**src/rtl/coord_pkg.sv**
```systemverilog
// Shared types and constants for the coordinate stream accumulators.
package coord_pkg;

  localparam int COORD_WIDTH = 8;
  localparam int COORD_CNT_W = 8;

  // Signed range limits of a default-width coordinate.
  localparam int COORD_MAX = (2 ** (COORD_WIDTH - 1)) - 1;
  localparam int COORD_MIN = -(2 ** (COORD_WIDTH - 1));

  typedef enum logic {
    IDLE = 1'b0,
    RUN  = 1'b1
  } coord_state_e;

endpackage

```
**src/rtl/coord_stream_acc_if.sv**
```systemverilog
// Control and output-stream bundle of one coordinate stream accumulator.
// master: sequencer / downstream side; slave: the accumulator itself.
interface coord_stream_acc_if import coord_pkg::*; #(
  parameter int WIDTH = COORD_WIDTH,
  parameter int CNT_W = COORD_CNT_W
) ();

  logic                    START;
  logic                    ABORT;
  logic signed [WIDTH-1:0] ORIGIN;
  logic signed [WIDTH-1:0] STEP;
  logic [CNT_W-1:0]        COUNT;
  logic                    OUT_READY;
  logic                    OUT_VALID;
  logic signed [WIDTH-1:0] COORD_OUT;
  logic                    OUT_LAST;
  logic                    BUSY;
  logic                    OVF;

  modport master (
    output START, ABORT, ORIGIN, STEP, COUNT, OUT_READY,
    input  OUT_VALID, COORD_OUT, OUT_LAST, BUSY, OVF
  );

  modport slave (
    input  START, ABORT, ORIGIN, STEP, COUNT, OUT_READY,
    output OUT_VALID, COORD_OUT, OUT_LAST, BUSY, OVF
  );

endinterface

```
**src/rtl/coord_sat_add.sv**
```systemverilog
// Combinational signed adder with overflow detect.
// Build option COORD_STREAM_SAT_EN: clamp to the signed range on overflow;
// otherwise the result wraps (low WIDTH bits of the sum).
module coord_sat_add import coord_pkg::*; #(
  parameter int WIDTH = COORD_WIDTH
) (
  input  logic signed [WIDTH-1:0] a,
  input  logic signed [WIDTH-1:0] b,
  output logic signed [WIDTH-1:0] sum,
  output logic                    ovf
);

  logic signed [WIDTH:0] sum_ext;

  // Add with one guard bit; guard and sign bits disagree exactly on overflow,
  // and the guard bit then gives the true sign (overflow direction).
  always_comb begin
    sum_ext = {a[WIDTH-1], a} + {b[WIDTH-1], b};
    ovf     = sum_ext[WIDTH] ^ sum_ext[WIDTH-1];
`ifdef COORD_STREAM_SAT_EN
    if (ovf) begin
      sum = sum_ext[WIDTH] ? {1'b1, {(WIDTH-1){1'b0}}} : {1'b0, {(WIDTH-1){1'b1}}};
    end else begin
      sum = sum_ext[WIDTH-1:0];
    end
`else
    sum = sum_ext[WIDTH-1:0];
`endif
  end

endmodule

```
**src/rtl/coord_stream_acc.sv**
```systemverilog
// Coordinate stream accumulator: emits ORIGIN, ORIGIN+STEP, ... (COUNT beats)
// over a valid/ready stream. One instance per axis.
// Build option COORD_STREAM_SAT_EN selects saturating accumulation.
//
// state | meaning
// ------+-------------------------------------------------------------
// IDLE  | no sweep; waits for START with nonzero COUNT (ABORT blocks it)
// RUN   | beat valid on COORD_OUT; advances on each accepted transfer
module coord_stream_acc import coord_pkg::*; #(
  parameter int WIDTH = COORD_WIDTH,
  parameter int CNT_W = COORD_CNT_W
) (
  input logic               CLK,
  input logic               RST_ASYNC_N,
  coord_stream_acc_if.slave bus
);

  coord_state_e            state_q, state_d;
  logic signed [WIDTH-1:0] coord_q, coord_d;
  logic signed [WIDTH-1:0] step_q,  step_d;
  logic [CNT_W-1:0]        rem_q,   rem_d;
  logic                    ovf_q,   ovf_d;

  logic signed [WIDTH-1:0] add_sum;
  logic                    add_ovf;
  logic                    last_beat;

  coord_sat_add #(.WIDTH(WIDTH)) u_add (
    .a   (coord_q),
    .b   (step_q),
    .sum (add_sum),
    .ovf (add_ovf)
  );

  assign last_beat = (rem_q == CNT_W'(1));

  // State and datapath registers.
  always_ff @(posedge CLK or negedge RST_ASYNC_N) begin
    if (!RST_ASYNC_N) begin
      state_q <= IDLE;
      coord_q <= '0;
      step_q  <= '0;
      rem_q   <= '0;
      ovf_q   <= 1'b0;
    end else begin
      state_q <= state_d;
      coord_q <= coord_d;
      step_q  <= step_d;
      rem_q   <= rem_d;
      ovf_q   <= ovf_d;
    end
  end

  // Next state: sweep launch, per-transfer accumulate, abort and completion.
  // The final beat never adds, so its overflow flag cannot be raised there.
  always_comb begin
    state_d = state_q;
    coord_d = coord_q;
    step_d  = step_q;
    rem_d   = rem_q;
    ovf_d   = ovf_q;
    unique case (state_q)
      IDLE: begin
        if (bus.START && !bus.ABORT && (bus.COUNT != '0)) begin
          state_d = RUN;
          coord_d = bus.ORIGIN;
          step_d  = bus.STEP;
          rem_d   = bus.COUNT;
          ovf_d   = 1'b0;
        end
      end
      RUN: begin
        if (bus.ABORT) begin
          state_d = IDLE;
        end else if (bus.OUT_READY) begin
          if (last_beat) begin
            state_d = IDLE;
          end else begin
            coord_d = add_sum;
            rem_d   = rem_q - CNT_W'(1);
            if (add_ovf) begin
              ovf_d = 1'b1;
            end
          end
        end
      end
      default: state_d = IDLE;
    endcase
  end

  // Stream outputs come only from registers, never from OUT_READY.
  assign bus.OUT_VALID = (state_q == RUN);
  assign bus.BUSY      = (state_q == RUN);
  assign bus.OUT_LAST  = (state_q == RUN) && last_beat;
  assign bus.COORD_OUT = coord_q;
  assign bus.OVF       = ovf_q;

endmodule

```
**src/flat_wrapper.sv**
```systemverilog
// flat-port wrapper written by rule: the top's interface ports become plain ports
module coord_stream_acc_flat import coord_pkg::*;
#(
  parameter int WIDTH = COORD_WIDTH,
  parameter int CNT_W = COORD_CNT_W
)
  (CLK, RST_ASYNC_N, bus_START, bus_ABORT, bus_ORIGIN, bus_STEP, bus_COUNT, bus_OUT_READY, bus_OUT_VALID, bus_COORD_OUT, bus_OUT_LAST, bus_BUSY, bus_OVF);
  coord_stream_acc_if #(.WIDTH(WIDTH), .CNT_W(CNT_W)) bus_i ();
  input logic CLK;
  input logic RST_ASYNC_N;
  input wire logic [$bits(bus_i.START)-1:0] bus_START;
  input wire logic [$bits(bus_i.ABORT)-1:0] bus_ABORT;
  input wire logic [$bits(bus_i.ORIGIN)-1:0] bus_ORIGIN;
  input wire logic [$bits(bus_i.STEP)-1:0] bus_STEP;
  input wire logic [$bits(bus_i.COUNT)-1:0] bus_COUNT;
  input wire logic [$bits(bus_i.OUT_READY)-1:0] bus_OUT_READY;
  output wire logic [$bits(bus_i.OUT_VALID)-1:0] bus_OUT_VALID;
  output wire logic [$bits(bus_i.COORD_OUT)-1:0] bus_COORD_OUT;
  output wire logic [$bits(bus_i.OUT_LAST)-1:0] bus_OUT_LAST;
  output wire logic [$bits(bus_i.BUSY)-1:0] bus_BUSY;
  output wire logic [$bits(bus_i.OVF)-1:0] bus_OVF;
  assign bus_i.START = bus_START;
  assign bus_i.ABORT = bus_ABORT;
  assign bus_i.ORIGIN = bus_ORIGIN;
  assign bus_i.STEP = bus_STEP;
  assign bus_i.COUNT = bus_COUNT;
  assign bus_i.OUT_READY = bus_OUT_READY;
  assign bus_OUT_VALID = bus_i.OUT_VALID;
  assign bus_COORD_OUT = bus_i.COORD_OUT;
  assign bus_OUT_LAST = bus_i.OUT_LAST;
  assign bus_BUSY = bus_i.BUSY;
  assign bus_OVF = bus_i.OVF;
  coord_stream_acc #(.WIDTH(WIDTH), .CNT_W(CNT_W)) u_core (.CLK(CLK), .RST_ASYNC_N(RST_ASYNC_N), .bus(bus_i));
endmodule
```
**config.mk**
```make
export PLATFORM = sky130hd
export DESIGN_NAME = coord_stream_acc_flat
export DESIGN_NICKNAME = d
export VERILOG_FILES = /design/src/rtl/coord_pkg.sv /design/src/rtl/coord_stream_acc_if.sv /design/src/rtl/coord_sat_add.sv /design/src/rtl/coord_stream_acc.sv /design/src/flat_wrapper.sv
export SDC_FILE = /design/constraint.sdc
export NUM_CORES = 1
export LEC_CHECK = 0
export ABC_AREA = 1
export CORE_MARGIN = 5
export CORE_UTILIZATION = 44
export CTS_BUF_LIST = sky130_fd_sc_hd__clkbuf_8
export DETAILED_ROUTE_END_ITERATION = 8
export PLACE_DENSITY_LB_ADDON = 0.2
export SLEW_MARGIN = 5
export SYNTH_ARGS = -nofsm -noshare
export SYNTH_HDL_FRONTEND = slang
export SYNTH_SLANG_ARGS = --single-unit
export TNS_END_PERCENT = 50
```
**constraint.sdc**
```tcl
create_clock -name CLK -period 2.2 [get_ports CLK]
set_input_delay 0.33 -clock CLK [delete_from_list [all_inputs] [get_ports CLK]]
set_output_delay 0.33 -clock CLK [all_outputs]
set_load 0.02 [all_outputs]
```
# Word-level counts from Yosys, hierarchy flattened
# Index checks and enable logic that the tools add are counted.
# W data, S select, Z words.
[word_totals]
reg_bits = 26
in_bits = 29
out_inout_bits = 12
word_cells = 44
[classes]
n_addsub = 2
n_eq_ne = 6
n_mux = 21
n_bitwise = 2
reduce_logical = 8
[ops]
columns = ["operator", "n"]
rows = [
  ["$mux W8", 8],
  ["$pmux W8 S2", 2],
  ["$add A8 B8 Y9", 1],
  ["$mux W1", 9],
  ["$eq A8 B1 Y1 const B", 1],
  ["$ne A2 B2 Y1 const B", 4],
  ["$reduce_bool A8 Y1", 1],
  ["$sub A8 B1 Y8 const B", 1],
  ["$reduce_and A5 Y1", 1],
  ["$pmux W1 S2", 2],
  ["$reduce_and A4 Y1", 1],
  ["$logic_and A1 B1 Y1", 3],
  ["$ne A2 B1 Y1 const B", 1],
  ["$reduce_and A2 Y1", 1],
  ["$logic_not A1 Y1", 1],
  ["$not A1 Y1", 1],
  ["$xor A1 B1 Y1", 1],
]

# Depth between registers and ports, before layout
# Gate-level depths: netlist of run 1.
[logic_depth]
word_depth = 7
depth_mapped = 12
ltp_nobuf = 12

# Hierarchy
# From an unflattened synthesis of run 1, not the netlist that was laid out.
[unflattened]
hier_cells = 257
area_unflattened_um2 = 1905.6
[modules_own_cells]
columns = ["module", "instances", "cells_each", "area_per_inst_um2", "seq_area_each_um2"]
rows = [
  ["coord_stream_acc", 1, 187, 1488.9, 650.6],
  ["coord_sat_add", 1, 70, 416.6, 0.0],
]

# Least setup slack after synthesis of run 1
# Ideal clock, no wire load.
[synth_timing]
path_kind = "register to register"
startpoint = "register u_core.coord_q[0], in the netlist u_core.bus.COORD_OUT[0]"
endpoint = "register u_core.ovf_q, in the netlist u_core.bus.OVF"
setup_time_ns = 0.117
arrival_time_ns = 1.714
required_ns = 2.083
slack_ns = 0.369
path_stages_with_launch = 13
n_path_buf = 0
period_less_slack_ns = 1.831
cell_sequence = "dfrtp_1 ha_1 inv_1 fa_1 nand3b_1 nand2_1 nand2_1 nand2_1 nand2_1 nand3_1 nand2_1 nand2_1 nand2_1"
[synth_via]
elab_chain_len = 4
[synth_rtl]
columns = ["item", "line_no", "rtl"]
rows = [
  ["start: declaration", "coord_stream_acc.sv:19", "logic signed [WIDTH-1:0] coord_q, coord_d;"],
  ["start signal: assignment", "coord_stream_acc.sv:47", "coord_q <= coord_d;"],
  ["$add A8 B8 Y9", "coord_sat_add.sv:18", "sum_ext = {a[WIDTH-1], a} + {b[WIDTH-1], b};"],
  ["$xor A1 B1 Y1", "coord_sat_add.sv:19", "ovf = sum_ext[WIDTH] ^ sum_ext[WIDTH-1];"],
  ["$ne A2 B2 Y1 (no source line)", "n/a", ""],
  ["$reduce_and A5 Y1 (no source line)", "n/a", ""],
  ["end signal: assignment", "coord_stream_acc.sv:50", "ovf_q <= ovf_d;"],
  ["end: declaration", "coord_stream_acc.sv:22", "logic ovf_q, ovf_d;"],
]
# No other way between the ends.
# A chain may end at the register's enable or synchronous reset.

# Worst setup path in the final report of run 1
# Ends and elaborated chain as after synthesis.

==> results of run 1 <==
metal layers:
| metal | vias to the layer above | wire [um] |
|---|---|---|
| met3 | 2 | 197 |
| met1 | 789 | 2110 |
| met2 | 33 | 2067 |
| met4 | 0 | 27 |
| li1 | 945 | - |
| met5 | - | 0 |
placed cells by master, fill, tap and decap left out, drive strengths merged, types with 3 or more instances in the layout:
cell,synthesis,layout
a21oi,4,4
buf,7,5
clkbuf,2,3
clkdlybuf4s50,0,39
dfrtp,26,26
ha,10,10
inv,31,31
nand2,121,121
nand3,23,23
nand4,3,3
nor2,19,19
o21ai,20,20
or2,3,3
logic make-up (layout without fill, tap and decap cells):
| family | after synthesis | count (layout) | share of synthesized area [%] |
|---|---|---|---|
| AOI/OAI and AO/OA | 26 | 26 | 9.127 |
| xor gates and xnor gates | 2 | 2 | 0.8936 |
| adders and majority gates | 11 | 11 | 7.403 |
| buffers and inverters | 42 | 82 | 10.27 |
| DFF | 26 | 26 | 33.18 |
| and+or+nand+nor | 171 | 171 | 39.12 |
final timing paths:
kind | cells after the start | slack (ps) | from | end
max | 12 | 260 | u_core.bus.COORD_OUT[0]$_DFFE_PN0P_ | u_core.bus.OVF$_DFFE_PN0P_
min | 2 | 420 | RST_ASYNC_N | u_core.rem_q[1]$_DFFE_PN0P_
max reg2reg | 12 | 260 | u_core.bus.COORD_OUT[0]$_DFFE_PN0P_ | u_core.bus.OVF$_DFFE_PN0P_
min reg2reg | 2 | 480 | u_core.step_q[5]$_DFFE_PN0P_ | u_core.step_q[5]$_DFFE_PN0P_
max in group asynchronous | 2 | 1520 | RST_ASYNC_N | u_core.bus.COORD_OUT[7]$_DFFE_PN0P_
min in group CLK | 2 | 480 | u_core.step_q[5]$_DFFE_PN0P_ | u_core.step_q[5]$_DFFE_PN0P_
registers in the layout (all words and copies together), names as in the netlist:
name / flops
u_core.bus.BUSY: 1
u_core.rem_q: 8
u_core.bus.OVF: 1
u_core.step_q: 8
u_core.bus.COORD_OUT: 8
worst max-delay path, delay by kind of cell (launching register included):
family / cells / cell delay [ps]
adders and majority gates: 2 / 630
buffers and inverters: 1 / 70
DFF: 1 / 380
and+or+nand+nor: 9 / 770
synth_stat cells:
cell type,number
o21ai_1,2
a21oi_1,4
fa_1,1
nand2_1,112
o21ai_0,8
inv_4,1
nand2_2,9
nand3_4,1
ha_1,10
dfrtp_1,26
nand3b_1,2
o31ai_1,1
buf_4,4
xor2_1,2
o21ai_2,9
a31oi_1,1
o21ai_4,1
buf_6,2
nand4_2,1
nor2_4,1
nand3_2,5
inv_1,25
inv_2,5
buf_8,1
clkbuf_1,2
clkinv_1,2
nand4_1,2
nand3_1,17
nor2_1,18
or2_0,1
or2_1,2
through the flow:
step	instances	hold WS [ps]	power [mW]
after floorplan	278	34.41	1.556
after global placement	366	455.9	1.890
after detailed placement	366	463.2	1.908
after CTS	370	429.6	2.319
after global routing	370	453.2	2.507
final	370	419.5	2.292
cell type report:
cell class,instances,area [sq um]
repair buffers,45,452.9
fillers,437,1849
clock inverters,1,30.03
flip-flops and latches,26,650.6
multi-input cells,210,1109
inverters,33,126.4
well taps,52,65.06
clock buffers,3,41.29
power by group:
part	internal (mW)	switching (mW)
Clock	0.244	0.161
Sequential	0.608	0.0987
Combinational	0.487	0.694
==> flow_metrics.py, run 1 <==
metrics = {
    "outcome": {
        "status": "finished, final reports clean",
    },
    "place": {
        "io_buffers": 40,
        "placed_area_sq_um": 2401,
        "place_ws_ps": 108.5,
        "gp_congestion": 0.8263,
        "hpwl_mm": 3.459,
    },
    "synth": {
        "seq_area_frac_synth_pct": 33.18,
        "synth_top_area_cell": "dfrtp_1",
        "avgSynthCellArea_sq_um": 7.053,
        "synth_cells": 278,
        "yosysWarningCount": 0,
        "synth_top_area_share_pct": 33.18,
        "syn-num-nets": 318,
        "synth_area_leaders": "dfrtp_1 33%, nand2_1 21%, ha_1 6.4%, inv_1 4.8%, nand3_1 4.3%",
        "ys_ff_latch": 26,
        "synthesis.area_sq_um": 1961,
        "yosysUniqueCellTypes": 31,
    },
    "cts": {
        "cts_tree": "built",
        "numCtsBuffers": 3,
        "cts_buffer_depth": 2,
        "cts_max_level": 1,
        "clkTransAtPathRegs_ps": 100,
        "clkSinkCount": 26,
        "clk_latency_ps": 280,
        "holdBufCountCts": 0,
        "cts_root_buffer": "clkbuf_8",
        "postCtsSetupRepairBufs": 0,
        "ctsResizeCount": 0,
    },
    "sta": {
        "period_minus_slack_ps": 1940,
        "max_slew_margin_pct": 77.09,
        "setup_viol": 0,
        "fin_skew_ps": 4.505,
        "setup_tns_ps": 0,
        "rsz0062_at_grt": "no",
        "drv_slew": 0,
        "fmax_ghz": 0.5155,
        "fin_crit_sh_pct": 88.18,
        "worst_slew_pin_slew_ps": 343.7,
        "hold_viol_final": 0,
        "layout_setup_ws_ps": 260.1,
    },
    "finish": {
        "utilization_pct": 57.23,
        "nets": 359,
        "drive_gt1_share_pct": 13.21,
        "area_delta_synth_final_pct": 26.23,
        "antenna_cells": 0,
        "design_area_sq_um": 2475,
    },
    "global_route": {
        "track_usage_pct": 15.57,
        "use_met1_pct": 21.41,
        "grt_pass1_wl_mm": 7.707,
        "grtUsageMet3_pct": 3.044,
        "grt_pass1_vias": 1725,
        "antenna_found_initial": 0,
        "grt_max_degree": 30,
        "busiest_layer": "met2",
        "grtUsageMet2_pct": 25.64,
        "grt_overflow": 0,
    },
    "drt": {
        "viasPerCell": 4.781,
        "dr.pass1.iters": 4,
        "drc": 0,
        "vias": 1769,
        "first_iter_violations": 91,
        "wl_per_cell_um": 11.90,
        "ant_nets": 0,
        "routed_wirelength_mm": 4.403,
    },
    "die": {
        "core_area_sq_um": 4324,
        "die_x_um": 76.76,
        "rows": 24,
        "die_area_sq_um": 5891,
        "start_util_pct": 45.34,
        "pin_count": 41,
        "fp.dieH_um": 76.76,
    },
    "setup_path": {
        "worst_path_most_repeated_cell": "nand2_1",
        "crit_slowest_cell": "fa_1",
        "crit_path_max_fanout": 5,
        "max_stage_delay_ps": 420,
        "worstPathCellList": "ha_1 > inv_1 > fa_1 > nand3b_1 > nand2_1 > nand2_1 > nand2_1 > nand2_1 > nand3_1 > nand2_1 > nand2_1 > nand2_1",
        "crit_arrival_ps": 2120,
        "end_kind": "flop",
        "worst-setup-path-type": "reg -> reg",
        "cp-start-kind": "flop",
        "worstPathRequired_ps": 2380,
    },
    "power_and_ir_drop": {
        "power_leakage_nw": 1.271,
        "ir_drop_uv": 556.1,
        "power_density_nw_per_um2": 926.3,
    },
    "worst_hold_path": {
        "hold_class": "in -> async",
    },
    "job": {
        "max-cap-violations": 0,
    },
}
Power figures use the tool's default switching activity.
==> run 2: changes to the inputs <==
--- a/config.mk
+++ b/config.mk
@@ -10,4 +10,5 @@
 export CORE_UTILIZATION = 44
 export CTS_BUF_LIST = sky130_fd_sc_hd__clkbuf_8
+export CTS_CLUSTER_DIAMETER = 50
 export DETAILED_ROUTE_END_ITERATION = 8
 export PLACE_DENSITY_LB_ADDON = 0.2
==> constraint.sdc (replaced) <==
create_clock -name CLK -period 2.2 [get_ports CLK]
set_input_delay 0.33 -clock CLK [delete_from_list [all_inputs] [get_ports CLK]]
set_output_delay 0.33 -clock CLK [all_outputs]
set_load 0.05 [all_outputs]
==> run 2 against run 1 <==
Wire length increased by 2.2%. Register-to-register slack improved by 20 ps. Sequential share of layout area about the same. Power increased by 5.8%. Final cell count decreased by 0.27%. Critical path depth unchanged. Clock power about the same. Largest cell class unchanged. First-iteration DRC count increased by 9.9%. Via count increased by 2.1%.
==> flow_metrics.py, run 2 (synthesized netlist as in run 1, its figures left out) <==
metrics = {
    "outcome": {
        "status": "finished, final reports clean",
    },
    "die": {
        "die_x_um": 76.76,
        "core_area_sq_um": 4324,
        "fp.dieH_um": 76.76,
        "rows": 24,
        "die_area_sq_um": 5891,
        "pin_count": 41,
        "start_util_pct": 45.34,
    },
    "cts": {
        "clkTransAtPathRegs_ps": 100,
        "cts_max_level": 1,
        "postCtsSetupRepairBufs": 0,
        "clk_latency_ps": 270,
        "ctsResizeCount": 0,
        "cts_root_buffer": "clkbuf_8",
        "numCtsBuffers": 3,
        "cts_tree": "built",
        "clkSinkCount": 26,
        "holdBufCountCts": 0,
        "cts_buffer_depth": 2,
    },
    "place": {
        "io_buffers": 40,
        "hpwl_mm": 3.437,
        "place_ws_ps": 169.7,
        "post-place-cells": 365,
        "gp_congestion": 0.8559,
    },
    "finish": {
        "area_delta_synth_final_pct": 26.10,
        "drive_gt1_share_pct": 14.20,
        "antenna_cells": 0,
        "nets": 358,
        "fin_cells": 369,
        "layout_common_cells": "112 x nand2_1, 37 x clkdlybuf4s50_1, 26 x dfrtp_1, 25 x inv_1",
        "final_common_cell": "nand2_1",
        "utilization_pct": 57.18,
        "fill_cells": 421,
    },
    "drt": {
        "wl_per_cell_um": 12.20,
        "first_iter_violations": 100,
        "viasPerCell": 4.897,
        "drc": 0,
        "routed_wirelength_mm": 4.501,
        "ant_nets": 0,
        "vias": 1807,
        "dr.pass1.iters": 5,
    },
    "global_route": {
        "antenna_found_initial": 0,
        "grt_max_degree": 30,
        "track_usage_pct": 15.41,
        "grt_overflow": 0,
        "grt_pass1_wl_mm": 7.631,
        "grt_pass1_vias": 1664,
    },
    "power_and_ir_drop": {
        "power_density_nw_per_um2": 981.0,
        "ir_drop_uv": 622.5,
        "power_leakage_nw": 1.255,
    },
    "setup_path": {
        "end_kind": "flop",
        "timing.rr.end": "u_core.bus.COORD_OUT[6]$_DFFE_PN0P_",
        "crit_path_max_fanout": 5,
        "worst-setup-path-type": "reg -> reg",
        "worstRegToRegCells": 12,
        "worstPathRequired_ps": 2370,
        "r2r-start": "u_core.bus.COORD_OUT[0]$_DFFE_PN0P_",
        "r2r_slack_ps": 280,
        "crit_arrival_ps": 2090,
        "cp-start-kind": "flop",
    },
    "sta": {
        "rsz0062_at_grt": "no",
        "setup_viol": 0,
        "setup_tns_ps": 0,
        "fin_crit_sh_pct": 87.22,
        "fmax_ghz": 0.5212,
        "worst_slew_pin_slew_ps": 505.7,
        "period_minus_slack_ps": 1919,
        "max_slew_margin_pct": 66.18,
        "layout_setup_ws_ps": 281.2,
        "drv_slew": 0,
        "fin_skew_ps": 5.358,
        "hold_viol_final": 0,
    },
    "worst_hold_path": {
        "hold_class": "in -> async",
    },
    "job": {
        "max-cap-violations": 0,
    },
}
## run 2: final cells by class
cell class	instances	area, sq um	share of cell area (%)
flip-flops and latches	26	650.6	26.32
clock buffers	3	41.29	1.670
repair buffers	44	447.9	18.12
inverters	33	126.4	5.111
clock inverters	1	30.03	1.215
well taps	52	65.06	2.632
multi-input cells	210	1111	44.94
## run 2: per-stage QoR
step,power [mW],area [sq um],hold WS [ps]
floorplan,1.682,1963,34.41
global placement,2.013,2401,459.5
detailed placement,2.033,2401,469.4
CTS,2.445,2472,434.8
global route,2.643,2472,448.0
finish,2.425,2472,416.7
## run 2: how the worst max path moves through the flow
stage | end | startpoint | slack, ps | cells past startpoint
floorplan | u_core.bus.OVF$_DFFE_PN0P_ | u_core.bus.COORD_OUT[0]$_DFFE_PN0P_ | 140 | 12
global placement | u_core.bus.OVF$_DFFE_PN0P_ | bus_COUNT[6] | 200 | 11
detailed placement | u_core.bus.OVF$_DFFE_PN0P_ | bus_COUNT[6] | 170 | 11
CTS | u_core.bus.OVF$_DFFE_PN0P_ | u_core.bus.COORD_OUT[0]$_DFFE_PN0P_ | 270 | 12
global route | u_core.bus.COORD_OUT[6]$_DFFE_PN0P_ | u_core.bus.COORD_OUT[0]$_DFFE_PN0P_ | 70 | 12
finish | u_core.bus.COORD_OUT[6]$_DFFE_PN0P_ | u_core.bus.COORD_OUT[0]$_DFFE_PN0P_ | 280 | 12
## run 2: worst max-delay path: stages, from the launching register on
cell and delay, ps:
dfrtp_1 400, ha_1 190, inv_1 60, fa_1 390, nand3b_1 170, nand2_1 180
nand2_1 110, nand2_1 70, nand2_1 50, nand3_1 70, nand2_1 50, nand2_1 50
nand2_1 40
## run 2: routing by layer
metal  vias to the layer above  track usage [%]  part of all wire, %
met5                         -                0                    0
met4                         0            2.273                 0.89
met3                         4            3.279                  4.4
met2                        36            25.72                   48
met1                       822            20.85                   47
li1                        945                -                    -
## run 2: power breakdown
part / internal, mW / leakage [nW] / switching [mW]
registers: 0.608 / 0.323 / 0.105
logic: 0.484 / 0.896 / 0.827
clock network: 0.243 / 0.0357 / 0.158
==> run 3: changes to the inputs <==
- CAP_MARGIN: default -> 20
==> results of run 3 <==
The final DEF is identical to that of run 2; final timing and power are the same.
